### src/rtl/seq_control_unit_if.sv
// Handshake bundle between seq_control_unit and its instruction memory, ALU and data memory.
// master is the control unit side, slave is the environment side.
interface seq_control_unit_if #(
    parameter int XLEN = 16,
    parameter int PC_W = 8
);
    logic                   ins_req;
    logic                   ins_valid;
    logic [4+3*XLEN-1:0]    ins_in;
    logic [PC_W-1:0]        pc;

    logic                   alu_req;
    logic [2:0]             alu_operation;
    logic [XLEN-1:0]        alu_op1;
    logic [XLEN-1:0]        alu_op2;
    logic                   alu_done;
    logic [XLEN-1:0]        alu_res;

    logic                   mem_req;
    logic                   mem_we;
    logic [XLEN-1:0]        mem_addr;
    logic [XLEN-1:0]        mem_wdata;
    logic                   mem_ready;
    logic [XLEN-1:0]        mem_rdata;

    modport master (
        output ins_req, pc,
        output alu_req, alu_operation, alu_op1, alu_op2,
        output mem_req, mem_we, mem_addr, mem_wdata,
        input  ins_valid, ins_in,
        input  alu_done, alu_res,
        input  mem_ready, mem_rdata
    );

    modport slave (
        input  ins_req, pc,
        input  alu_req, alu_operation, alu_op1, alu_op2,
        input  mem_req, mem_we, mem_addr, mem_wdata,
        output ins_valid, ins_in,
        output alu_done, alu_res,
        output mem_ready, mem_rdata
    );
endinterface

### src/rtl/seq_control_unit.sv
// Multi-cycle control unit: fetch/decode, NREGS x XLEN register file,
// ALU req/done and data memory req/ready sequencing.
module seq_control_unit #(
    parameter int XLEN  = 16,
    parameter int NREGS = 16,
    parameter int PC_W  = 8
) (
    input  logic                     clk,
    input  logic                     rst,
    input  logic                     enable,
    seq_control_unit_if.master       bus,
    input  logic [$clog2(NREGS)-1:0] dbg_raddr,
    output logic [XLEN-1:0]          dbg_rdata,
    output logic                     halted,
    output logic                     illegal
);
    localparam int RW = $clog2(NREGS);

    localparam logic [3:0] OP_NOP = 4'h0;
    localparam logic [3:0] OP_JMP = 4'h1;
    localparam logic [3:0] OP_ADD = 4'h2;
    localparam logic [3:0] OP_SUB = 4'h3;
    localparam logic [3:0] OP_MUL = 4'h4;
    localparam logic [3:0] OP_DIV = 4'h5;
    localparam logic [3:0] OP_BRE = 4'h6;
    localparam logic [3:0] OP_LD  = 4'h7;
    localparam logic [3:0] OP_ST  = 4'h8;
    localparam logic [3:0] OP_SET = 4'h9;
    localparam logic [3:0] OP_AND = 4'hA;
    localparam logic [3:0] OP_ORR = 4'hB;
    localparam logic [3:0] OP_XOR = 4'hC;
    localparam logic [3:0] OP_HLT = 4'hD;

    typedef enum logic [2:0] {
        S_FETCH,
        S_DECODE,
        S_EXEC_ALU,
        S_MEM_RD,
        S_MEM_WR,
        S_HALT
    } state_t;

    state_t            state_q, state_d;
    logic [3:0]        opc_q;
    logic [XLEN-1:0]   a_q, b_q, c_q;
    logic [PC_W-1:0]   pc_q, pc_d;
    logic [XLEN-1:0]   regs_q [NREGS];
    logic              halted_q;
    logic              illegal_q;

    logic              wr_en;
    logic [RW-1:0]     wr_idx;
    logic [XLEN-1:0]   wr_data;
    logic [RW-1:0]     ra, rb, rc;
    logic [XLEN-1:0]   rd_a, rd_b;
    logic              is_alu;
    logic              unused_fields;

    assign ra   = a_q[RW-1:0];
    assign rb   = b_q[RW-1:0];
    assign rc   = c_q[RW-1:0];
    assign rd_a = regs_q[ra];
    assign rd_b = regs_q[rb];

    // Only the low bits of a/c are consumed; upper bits are don't-care.
    assign unused_fields = ^{a_q, c_q};

    always_comb begin
        is_alu = 1'b0;
        bus.alu_operation = 3'd0;
        unique case (opc_q)
            OP_ADD: begin is_alu = 1'b1; bus.alu_operation = 3'd0; end
            OP_SUB: begin is_alu = 1'b1; bus.alu_operation = 3'd1; end
            OP_MUL: begin is_alu = 1'b1; bus.alu_operation = 3'd2; end
            OP_DIV: begin is_alu = 1'b1; bus.alu_operation = 3'd3; end
            OP_AND: begin is_alu = 1'b1; bus.alu_operation = 3'd4; end
            OP_ORR: begin is_alu = 1'b1; bus.alu_operation = 3'd5; end
            OP_XOR: begin is_alu = 1'b1; bus.alu_operation = 3'd6; end
            default: ;
        endcase
    end

    always_ff @(posedge clk) begin
        if (rst) begin
            state_q <= S_FETCH;
        end else if (enable) begin
            state_q <= state_d;
        end
    end

    always_comb begin
        state_d = state_q;
        unique case (state_q)
            S_FETCH: begin
                if (bus.ins_valid) state_d = S_DECODE;
            end
            S_DECODE: begin
                if (is_alu)                state_d = S_EXEC_ALU;
                else if (opc_q == OP_LD)   state_d = S_MEM_RD;
                else if (opc_q == OP_ST)   state_d = S_MEM_WR;
                else if (opc_q == OP_HLT)  state_d = S_HALT;
                else                       state_d = S_FETCH;
            end
            S_EXEC_ALU: begin
                if (bus.alu_done) state_d = S_FETCH;
            end
            S_MEM_RD, S_MEM_WR: begin
                if (bus.mem_ready) state_d = S_FETCH;
            end
            S_HALT: state_d = S_HALT;
            default: state_d = S_FETCH;
        endcase
    end

    // ins_req is masked while rst is held so no fetch is advertised in reset.
    always_comb begin
        bus.ins_req = 1'b0;
        bus.alu_req = 1'b0;
        bus.mem_req = 1'b0;
        bus.mem_we  = 1'b0;
        unique case (state_q)
            S_FETCH:    bus.ins_req = ~rst;
            S_EXEC_ALU: bus.alu_req = 1'b1;
            S_MEM_RD:   bus.mem_req = 1'b1;
            S_MEM_WR: begin
                bus.mem_req = 1'b1;
                bus.mem_we  = 1'b1;
            end
            default: ;
        endcase
    end

    always_comb begin
        pc_d    = pc_q;
        wr_en   = 1'b0;
        wr_idx  = rc;
        wr_data = bus.alu_res;
        unique case (state_q)
            S_DECODE: begin
                pc_d = pc_q + 1'b1;
                if (opc_q == OP_JMP) begin
                    pc_d = a_q[PC_W-1:0];
                end else if (opc_q == OP_BRE) begin
                    if (rd_a != '0) pc_d = b_q[PC_W-1:0];
                end else if (opc_q == OP_SET) begin
                    wr_en   = 1'b1;
                    wr_idx  = ra;
                    wr_data = b_q;
                end
            end
            S_EXEC_ALU: begin
                wr_en = bus.alu_done;
            end
            S_MEM_RD: begin
                wr_en   = bus.mem_ready;
                wr_data = bus.mem_rdata;
            end
            default: ;
        endcase
    end

    always_ff @(posedge clk) begin
        if (rst) begin
            pc_q      <= '0;
            opc_q     <= OP_NOP;
            a_q       <= '0;
            b_q       <= '0;
            c_q       <= '0;
            halted_q  <= 1'b0;
            illegal_q <= 1'b0;
            for (int i = 0; i < NREGS; i++) regs_q[i] <= '0;
        end else begin
            illegal_q <= 1'b0;
            if (enable) begin
                pc_q <= pc_d;
                if (state_q == S_FETCH && bus.ins_valid) begin
                    opc_q <= bus.ins_in[3*XLEN+3 -: 4];
                    a_q   <= bus.ins_in[3*XLEN-1 -: XLEN];
                    b_q   <= bus.ins_in[2*XLEN-1 -: XLEN];
                    c_q   <= bus.ins_in[XLEN-1:0];
                end
                if (state_q == S_DECODE && opc_q == OP_HLT) halted_q <= 1'b1;
                if (state_q == S_DECODE && opc_q[3:1] == 3'b111) illegal_q <= 1'b1;
                if (wr_en && wr_idx != '0) regs_q[wr_idx] <= wr_data;
            end
        end
    end

    assign bus.pc        = pc_q;
    assign bus.alu_op1   = rd_a;
    assign bus.alu_op2   = rd_b;
    assign bus.mem_addr  = rd_a;
    assign bus.mem_wdata = rd_b;
    assign dbg_rdata     = (dbg_raddr == '0) ? '0 : regs_q[dbg_raddr];
    assign halted        = halted_q;
    assign illegal       = illegal_q;
endmodule

### src/flat_wrapper.sv
// flat-port wrapper written by rule: the top's interface ports become plain ports
module seq_control_unit_flat 
#(
    parameter int XLEN  = 16,
    parameter int NREGS = 16,
    parameter int PC_W  = 8
)
  (clk, rst, enable, dbg_raddr, dbg_rdata, halted, illegal, bus_ins_req, bus_pc, bus_alu_req, bus_alu_operation, bus_alu_op1, bus_alu_op2, bus_mem_req, bus_mem_we, bus_mem_addr, bus_mem_wdata, bus_ins_valid, bus_ins_in, bus_alu_done, bus_alu_res, bus_mem_ready, bus_mem_rdata);
  seq_control_unit_if #(.XLEN(XLEN), .PC_W(PC_W)) bus_i ();
  input  logic clk;
  input  logic rst;
  input  logic enable;
  input  logic [$clog2(NREGS)-1:0] dbg_raddr;
  output logic [XLEN-1:0] dbg_rdata;
  output logic halted;
  output logic illegal;
  output wire logic [$bits(bus_i.ins_req)-1:0] bus_ins_req;
  output wire logic [$bits(bus_i.pc)-1:0] bus_pc;
  output wire logic [$bits(bus_i.alu_req)-1:0] bus_alu_req;
  output wire logic [$bits(bus_i.alu_operation)-1:0] bus_alu_operation;
  output wire logic [$bits(bus_i.alu_op1)-1:0] bus_alu_op1;
  output wire logic [$bits(bus_i.alu_op2)-1:0] bus_alu_op2;
  output wire logic [$bits(bus_i.mem_req)-1:0] bus_mem_req;
  output wire logic [$bits(bus_i.mem_we)-1:0] bus_mem_we;
  output wire logic [$bits(bus_i.mem_addr)-1:0] bus_mem_addr;
  output wire logic [$bits(bus_i.mem_wdata)-1:0] bus_mem_wdata;
  input wire logic [$bits(bus_i.ins_valid)-1:0] bus_ins_valid;
  input wire logic [$bits(bus_i.ins_in)-1:0] bus_ins_in;
  input wire logic [$bits(bus_i.alu_done)-1:0] bus_alu_done;
  input wire logic [$bits(bus_i.alu_res)-1:0] bus_alu_res;
  input wire logic [$bits(bus_i.mem_ready)-1:0] bus_mem_ready;
  input wire logic [$bits(bus_i.mem_rdata)-1:0] bus_mem_rdata;
  assign bus_ins_req = bus_i.ins_req;
  assign bus_pc = bus_i.pc;
  assign bus_alu_req = bus_i.alu_req;
  assign bus_alu_operation = bus_i.alu_operation;
  assign bus_alu_op1 = bus_i.alu_op1;
  assign bus_alu_op2 = bus_i.alu_op2;
  assign bus_mem_req = bus_i.mem_req;
  assign bus_mem_we = bus_i.mem_we;
  assign bus_mem_addr = bus_i.mem_addr;
  assign bus_mem_wdata = bus_i.mem_wdata;
  assign bus_i.ins_valid = bus_ins_valid;
  assign bus_i.ins_in = bus_ins_in;
  assign bus_i.alu_done = bus_alu_done;
  assign bus_i.alu_res = bus_alu_res;
  assign bus_i.mem_ready = bus_mem_ready;
  assign bus_i.mem_rdata = bus_mem_rdata;
  seq_control_unit #(.XLEN(XLEN), .NREGS(NREGS), .PC_W(PC_W)) u_core (.clk(clk), .rst(rst), .enable(enable), .bus(bus_i), .dbg_raddr(dbg_raddr), .dbg_rdata(dbg_rdata), .halted(halted), .illegal(illegal));
endmodule
### config.mk
export PLATFORM = sky130hd
export DESIGN_NAME = seq_control_unit_flat
export DESIGN_NICKNAME = d
export VERILOG_FILES = /design/src/rtl/seq_control_unit_if.sv /design/src/rtl/seq_control_unit.sv /design/src/flat_wrapper.sv
export SDC_FILE = /design/constraint.sdc
export NUM_CORES = 1
export LEC_CHECK = 0
export BUFFER_PORTS_ARGS = -buffer_cell sky130_fd_sc_hd__buf_2
export CAP_MARGIN = 20
export CORE_MARGIN = 2
export CORE_UTILIZATION = 40
export DETAILED_ROUTE_END_ITERATION = 8
export PLACE_DENSITY_LB_ADDON = 0.05
export SYNTH_ARGS = -nofsm -noshare
export SYNTH_HDL_FRONTEND = slang
export SYNTH_SLANG_ARGS = --single-unit
### constraint.sdc
create_clock -name clk -period 6.28 [get_ports clk]
set_input_delay 1.57 -clock clk [delete_from_list [all_inputs] [get_ports clk]]
set_output_delay 1.57 -clock clk [all_outputs]
set_load 0.03 [all_outputs]
# ---- Yosys cells after proc, flatten, opt, wreduce, memory -nomap -nowiden
# Memories as Yosys holds them, arrays and structs flattened. A register that Yosys moved wholly into a read port is not among the register bits.
# Index checks and enable logic that the tools add are counted.
dict set report classes {
  addsub 1
  mul 0
  div_mod_pow 0
  magnitude_cmp 0
  n_eq_ne 22
  shift 0
  mux 44
  bitwise 2
  reduce_logical 16
}
# cell n
set op_table {}
lappend op_table {{16-bit 2-to-1 mux} 5}
lappend op_table {{4-bit 2-to-1 mux} 9}
lappend op_table {{16-bit one-hot mux with 2 select lines} 1}
lappend op_table {{4-bit == test (second input constant)} 6}
lappend op_table {{8-bit 2-to-1 mux} 3}
lappend op_table {{3-bit 2-to-1 mux} 7}
lappend op_table {{3-bit one-hot mux with 6 select lines} 1}
lappend op_table {{4-bit by 3-bit == test with 1-bit output (second input constant)} 4}
lappend op_table {{1-bit 2-to-1 mux} 16}
lappend op_table {{16-bit nonzero test} 1}
lappend op_table {{16-bit OR reduction} 1}
lappend op_table {{3-bit one-hot mux with 5 select lines} 1}
lappend op_table {{3-bit == test (second input constant)} 3}
lappend op_table {{8-bit by 1-bit adder with 8-bit output (second input constant)} 1}
lappend op_table {{4-bit by 2-bit == test with 1-bit output (second input constant)} 2}
lappend op_table {{7-bit OR reduction} 1}
lappend op_table {{3-bit by 2-bit == test with 1-bit output (second input constant)} 2}
lappend op_table {{2-bit AND reduction} 3}
lappend op_table {{4-bit by 1-bit == test with 1-bit output (second input constant)} 1}
lappend op_table {{1-bit logical AND} 4}
lappend op_table {{4-bit logical NOT} 1}
lappend op_table {{2-bit != test (second input constant)} 2}
lappend op_table {{4-bit AND reduction} 1}
lappend op_table {{4-bit nonzero test} 1}
lappend op_table {{6 further kinds} 8}
dict set report word_totals {
  register_bits 45
  latch_bits 0
  ramBits 256
  romBits 0
  input_bits 94
  output_inout_bits 97
  mem_count 1
}
# name words width rd rd_ports_with_merged_regs write_ports line_no
set memory_table {}
lappend memory_table {u_core.regs_q 16 16 3 2 16 seq_control_unit.sv:47} ;# logic [XLEN-1:0] regs_q [NREGS];

# ---- Longest topological paths before layout
# Gate-level depths: netlist (run 1).
dict set report depth {
  depth_word 13
  depth_mapped 12
  mapped_depth_nobuf 8
}

# ---- Worst setup path before layout (run 1)
# OpenSTA, ideal clock, no wires.
dict set report synth_timing {
  path_kind {input to output}
  from {input port dbg_raddr[0]}
  to {output port dbg_rdata[0]}
  arrival_time_ns 3.760
  setup_slack_ns 0.950
  path_stages 5
  n_path_buf 2
  cell_sequence {clkbuf_1 -> buf_1 -> mux4_2 -> mux4_2 -> nor2b_1}
}
dict set report synth_between {
  elab_chain_cells 2
}
# element line_no
set synth_lines {}
lappend synth_lines {{start: declaration} flat_wrapper.sv:13} ;# input logic [$clog2(NREGS)-1:0] dbg_raddr;
lappend synth_lines {{memory 16 x 16 bit / 4-bit logical NOT (equally long branches)} -}
lappend synth_lines {{16-bit 2-to-1 mux *} seq_control_unit.sv:194} ;# assign dbg_rdata = (dbg_raddr == '0) ? '0 : regs_q[dbg_raddr];
lappend synth_lines {{end: declaration} flat_wrapper.sv:14} ;# output logic [XLEN-1:0] dbg_rdata;
# Every way passes the cells marked *; elsewhere a longest branch is shown, timed or not.

# ---- Final worst setup path (run 1)
dict set report layout_timing {
  from {input port dbg_raddr[1]}
  to {output port dbg_rdata[2]}
}
# Same word-level chain as after synthesis.

==> results by group, run 1 <==
Status
  • Status: finished, final reports clean

Drt
  • Vias after detailed routing: 12620
  • WL/cell: 30.49 microns
  • WL final: 62.51 mm
  • Vias per cell: 6.154
  • Remaining DRCs: 0
  • Remaining antenna violation count: 0
  • Initial DRC count: 1368
  • Drt pass-1 iters: 6

Die
  • Die area: 45570 sq um
  • Initial Utilization: 40.66%
  • # IOs: 191
  • Core area: 43170 sq um
  • Cell Rows: 76
  • Die height: 213.5 microns
  • DIE WIDTH: 213.5 microns

Synth
  • Post-synthesis sequential area ratio: 49.84%
  • Yosys warns: 0
  • Largest area contributor in the netlist: edfxtp_1
  • Post-synth EDFFs: 256
  • Syn Area/Cell: 13.51 sq um
  • Cells after synthesis: 1299
  • Post-synthesis instance area: 17550 sq um
  • Largest cells by area after synthesis: edfxtp_1 (44%), mux4_2 (29%), dfxtp_1 (6.0%), nor2_1 (5.7%), nand2_1 (2.4%)
  • Ys flop type: edfxtp_1
  • Asr flop ratio synth: 0%
  • Synth cell types: 45
  • #FFs+latches synth: 309
  • Area share of the largest cell type after synthesis: 43.80%

CTS
  • Cts repair resizes: 0
  • TritonCTS clock tree: yes
  • Clock sinks: 309
  • # H-tree levels: 2
  • Clk_lat worst skew: 0.56 ns
  • TritonCTS Buffers: 37
  • Hold-fix buffers at CTS: 0
  • Clock tree buffer depth: 3
  • Root Driver: clkbuf_16
  • Clock transition at path regs: 0.06 ns
  • Setup Buffers After CTS: 0

Worst setup path
  • Family with the most delay on the worst path: buffers and inverters
  • CP cell instances: buf_2 > buf_12 > mux4_2 > mux4_2 > nor2b_1 > buf_2
  • Critical path required time: 4.71 ns
  • Startpoint Class: input pin
  • CP bufs+invs: 3
  • CP Max Fanout: 41
  • Crit Path Category: input pin to primary output
  • Slowest stage delay, CP: 0.51 ns
  • Crit path capture type: primary output
  • CP max-delay cell: mux4_2
  • CP arrival: 3.62 ns

Global routing
  • Global-route wire length before repair: 88.54 mm
  • Tot GR Track Use: 28.14%
  • Initial antenna violation count: 1
  • Largest net degree at the start of global routing: 66
  • GRT overflow: 0
  • Vias in the first global route: 12630

Cells and area
  • # nets final: 1532
  • Share of cells above drive strength 1: 36.93%
  • # fillers: 3921
  • N_diodes: 0
  • Synth-to-layout area growth: 15.85%
  • Design area: 20330 sq um

Power
  • Pwr Density: 274.0 nW/um^2
  • P_leak: 7.116 nW
  • Peak VDD IR: 182.6 uV

Timing
  • Skew final: 0.02604 ns
  • Max_slew headroom: 26.42%
  • Fin crit share: 82.63%
  • Setup total negative slack: 0 ns
  • Max Fclk: 192.7 MHz
  • Fin. max-slew vios: 0
  • RSZ-0062 raised after global routing: no
  • Final Hold Fails: 0
  • Setup Viol. Count Final: 0
  • Minimum clock period: 5.189 ns
  • Worst-Margin Slew: 1.104 ns

Placement
  • Area after DPL: 19030 sq um
  • Placer Congestion: 0.8062
  • Port Buffers: 170
  • HPWL Detailed: 38.59 mm

Run
  • Max-Cap Viols: 0

Hold path
  • Worst hold-check path type: flop to flop
sequential cells by signal (all words and copies together) (netlist names), named ones only:
| register | count |
|---|---|
| u_core.b_q | 16 |
| u_core.opc_q | 4 |
| u_core.halted | 1 |
| u_core.a_q | 8 |
| u_core.c_q | 4 |
| u_core.state_q | 3 |
| u_core.illegal | 1 |
| u_core.regs_q | 256 |
| u_core.bus.pc | 8 |
cell usage in the layout, fill, tap and decap left out, drive strengths merged, types with 5 or more instances in the layout:
cell	n
a21oi	37
dfxtp	53
o21ai	7
nor4	6
bufinv	7
clkbuf	45
nand2b	25
mux4	224
edfxtp	256
xnor2	6
mux2i	5
clkinv	14
mux2	7
a311oi	7
a222oi	16
a22oi	32
nand3	9
nand2	115
conb	16
nor2b	24
inv	5
nor2	265
buf	242
kinds of logic (layout without fill, tap and decap cells):
kind of cell,after synthesis,count (layout),share of synthesized area [%]
other,1,16,0.02137
and+or+nand+nor,471,471,11.36
buffers and inverters,162,313,4.448
AOI/OAI and AO/OA,111,111,4.384
muxes,236,236,29.48
xor gates and xnor gates,8,8,0.3992
adders and majority gates,1,1,0.07127
DFF,309,309,49.84
cell usage after synthesis, drive strengths merged, types with 4 or more instances:
cell type,number
nand2b,25
nor3b,4
edfxtp,256
xnor2,6
or3,4
a311oi,7
nand3,9
and3,4
mux2,7
mux2i,5
a22oi,32
nor2,265
dfxtp,53
buf,72
a21oi,37
o21ai,7
nor4,6
inv,4
nor2b,24
a222oi,16
mux4,224
nor3,4
clkbuf,86
nand2,115
worst paths after layout:
check           startpoint  slack [ns]               end  cells past startpoint
max reg2reg           flop        1.85  u_core.bus.pc[7]                      9
min          u_core.a_q[5]        0.46     u_core.a_q[5]                      2
min reg2reg  u_core.a_q[5]        0.46     u_core.a_q[5]                      2
max           dbg_raddr[1]        1.09      dbg_rdata[2]                      6
power by group:
group          switching, mW  total, mW  leakage (nW)  internal [mW]
combinational          0.533      0.872          3.42          0.339
sequential            0.0818       2.37          3.07           2.29
clock                  0.888       2.33         0.634           1.44
total                   1.50       5.57          7.12           4.07
per-layer routing:
layer  track usage (%)  share of wire, %  vias up
li1                  -                 -     5253
met1             36.55                39     6555
met2             46.71                49      645
met3             5.639               8.1      160
met4             10.94               4.0        2
met5                 0             0.021        -
cell type report:
cell class	count	area [sq um]	area share, %
Clock inverter	22	276.5	1.360
Sequential cell	309	8760	43.08
Timing Repair Buffer	242	1434	7.052
Multi-Input combinational cell	843	8098	39.83
Inverter	4	15.01	0.07384
Clock buffer	45	1018	5.009
Tap cell	585	732.0	3.600
metrics by stage:
| stage | hold WS, ns | utilization, % | power [mW] | setup slack (ns) | std cells |
|---|---|---|---|---|---|
| floorplan | 0.4357 | - | 3.008 | 0.9497 | 1314 |
| global placement | 0.4417 | 44.08 | 3.286 | 1.071 | 1982 |
| detailed placement | 0.4473 | 44.08 | 3.289 | 1.061 | 1982 |
| CTS | 0.4550 | 47.08 | 5.604 | 1.063 | 2049 |
| global route | 0.4776 | 47.10 | 5.739 | 1.015 | 2050 |
| finish | 0.4551 | 47.10 | 5.572 | 1.091 | 2050 |
worst register-to-register path, delay by kind of cell (launching register included):
kind,cells,cell delay (ns)
simple gates,5,2.11
mux,1,0.37
compound gates,2,0.52
flops,1,1.04
buf+inv,1,0.30
(Power assumes the default switching activity.)
==> run 2: changes to the inputs <==
==> constraint.sdc (replaced) <==
create_clock -name clk -period 4.6 [get_ports clk]
set_input_delay 1.15 -clock clk [delete_from_list [all_inputs] [get_ports clk]]
set_output_delay 1.15 -clock clk [all_outputs]
set_load 0.03 [all_outputs]
==> results by group, run 2 (synthesized netlist as in run 1, its figures left out) <==
Worst setup path
  • Family with the most delay on the worst path: multiplexers
  • Startpoint Class: input pin
  • Slowest stage delay, CP: 0.57 ns
  • CP arrival: 3.07 ns
  • Crit Path Category: input pin to primary output
  • Critical path required time: 3.45 ns
  • CP cell instances: buf_4 > buf_12 > mux4_2 > mux4_2 > nor2b_1 > buf_2
  • CP max-delay cell: mux4_2
  • CP Max Fanout: 41
  • CP bufs+invs: 3
  • Crit path top cell by count: mux4_2
  • Crit path capture type: primary output

Drt
  • Drt pass-1 iters: 9
  • WL final: 62.61 mm
  • Vias after detailed routing: 12590
  • Initial DRC count: 1529
  • Remaining DRCs: 0
  • WL/cell: 30.27 microns
  • Vias per cell: 6.087
  • Remaining antenna violation count: 0

Cells and area
  • Top Registers: u_core.regs_q x256, u_core.b_q x16
  • Max reg flops: 256
  • Commonest non-fill, non-tap cell in the layout: nor2_1
  • # nets final: 1551
  • Non-filler instance count after layout: 2068
  • # fillers: 3874
  • Share of cells above drive strength 1: 37.65%
  • Synth-to-layout area growth: 17.28%
  • Most frequent cells in the layout: nor2_1 (265), edfxtp_1 (256), mux4_2 (224)
  • Util after Layout: 47.68%
  • Design area: 20580 sq um
  • Top reg by flops: u_core.regs_q

Placement
  • Pre-CTS setup slack: 0.3711 ns
  • HPWL Detailed: 39.56 mm
  • Placed Cells: 2001
  • Port Buffers: 170
  • Placer Congestion: 0.8288
  • Area after DPL: 19300 sq um

Timing
  • RSZ-0062 raised after global routing: no
  • Skew final: 0.01555 ns
  • Setup Viol. Count Final: 0
  • Final Hold Fails: 0
  • WHS: 0.4545 ns
  • Fin. max-slew vios: 0
  • Setup total negative slack: 0 ns
  • Setup ws final: 0.3780 ns
  • Minimum clock period: 4.222 ns
  • Fin crit share: 91.78%
  • Max Fclk: 236.9 MHz
  • Worst-Margin Slew: 1.076 ns
  • Max_slew headroom: 28.13%

Global routing
  • GRT overflow: 0
  • GRT busiest layer: met2
  • Initial antenna violation count: 2
  • Largest net degree at the start of global routing: 66
  • Vias in the first global route: 12510
  • GR met1 Demand/Resource: 38.68%
  • M2 GR Usage: 45.80%
  • Global-route wire length before repair: 89.49 mm
  • Met3 usage: 5.228%
  • Tot GR Track Use: 28.22%

CTS
  • Clock sinks: 309
  • Clock transition at path regs: 0.06 ns
  • Clock tree buffer depth: 3
  • # H-tree levels: 2
  • Setup Buffers After CTS: 0
  • TritonCTS Buffers: 38
  • Cts repair resizes: 0
  • TritonCTS clock tree: yes
  • Root Driver: clkbuf_16
  • Hold-fix buffers at CTS: 0
  • Clk_lat worst skew: 0.56 ns

Run
  • Max-Cap Viols: 0

Status
  • Status: finished, final reports clean

Die
  • Initial Utilization: 40.66%
  • Die area: 45570 sq um
  • Cell Rows: 76
  • Core area: 43170 sq um
  • # IOs: 191
  • DIE WIDTH: 213.5 microns
  • Die height: 213.5 microns

Power
  • Peak VDD IR: 258.6 uV
  • P_leak: 7.246 nW
  • Pwr Density: 369.2 nW/um^2
  • Total power: 7.600 mW

Hold path
  • Worst hold-check path type: flop to flop
==> run 2: cell types whose count changed in the layout (fill, tap and decap cells not counted), moves of 2 or more <==
| cell | change |
|---|---|
| buf_12 | +11 |
| buf_4 | +7 |
| clkinv_1 | -5 |
| nand2b_1 | +4 |
| nand2b_2 | -4 |
| bufinv_16 | -2 |
| clkbuf_16 | +2 |
| clkinv_2 | +2 |
| clkinvlp_4 | +2 |
==> run 2: routing by layer <==
metal	vias up	share of wire, %	wire (microns)
met5	-	0.030	19
met4	2	3.1	1962
met3	121	8.3	5218
met2	655	48	29950
met1	6518	41	25460
li1	5291	-	-
==> run 2: worst paths after layout <==
kind	from	end	slack, ns	cells past startpoint
setup / recovery	dbg_raddr[0]	dbg_rdata[4]	0.38	6
hold / removal	u_core.b_q[8]	u_core.b_q[8]	0.45	2
setup reg to reg	flop	u_core.bus.pc[7]	0.80	10
hold reg to reg	u_core.b_q[8]	u_core.b_q[8]	0.45	2
==> run 2: worst reg2reg max path, delay by kind of cell, from the launching register on <==
family          cells  cell delay (ns)
simple gates        4             1.12
buf+inv             2             0.62
compound gates      2             0.47
mux                 2             0.69
flops               1             0.79
==> run 2: layout make-up <==
class,instances,area [sq um],area share [%]
Inverter,4,15.01,0.07294
Sequential cell,309,8760,42.55
Clock inverter,19,222.7,1.082
Tap cell,585,732.0,3.556
Antenna cell,1,2.502,0.01216
Timing Repair Buffer,260,1707,8.291
Clock buffer,47,1059,5.142
Multi-Input combinational cell,843,8088,39.29
==> run 2: power breakdown <==
| group | total (mW) | internal [mW] | switching (mW) |
|---|---|---|---|
| sequential | 3.23 | 3.13 | 0.101 |
| clock | 3.14 | 1.91 | 1.23 |
| combinational | 1.23 | 0.486 | 0.745 |
| total | 7.60 | 5.52 | 2.08 |
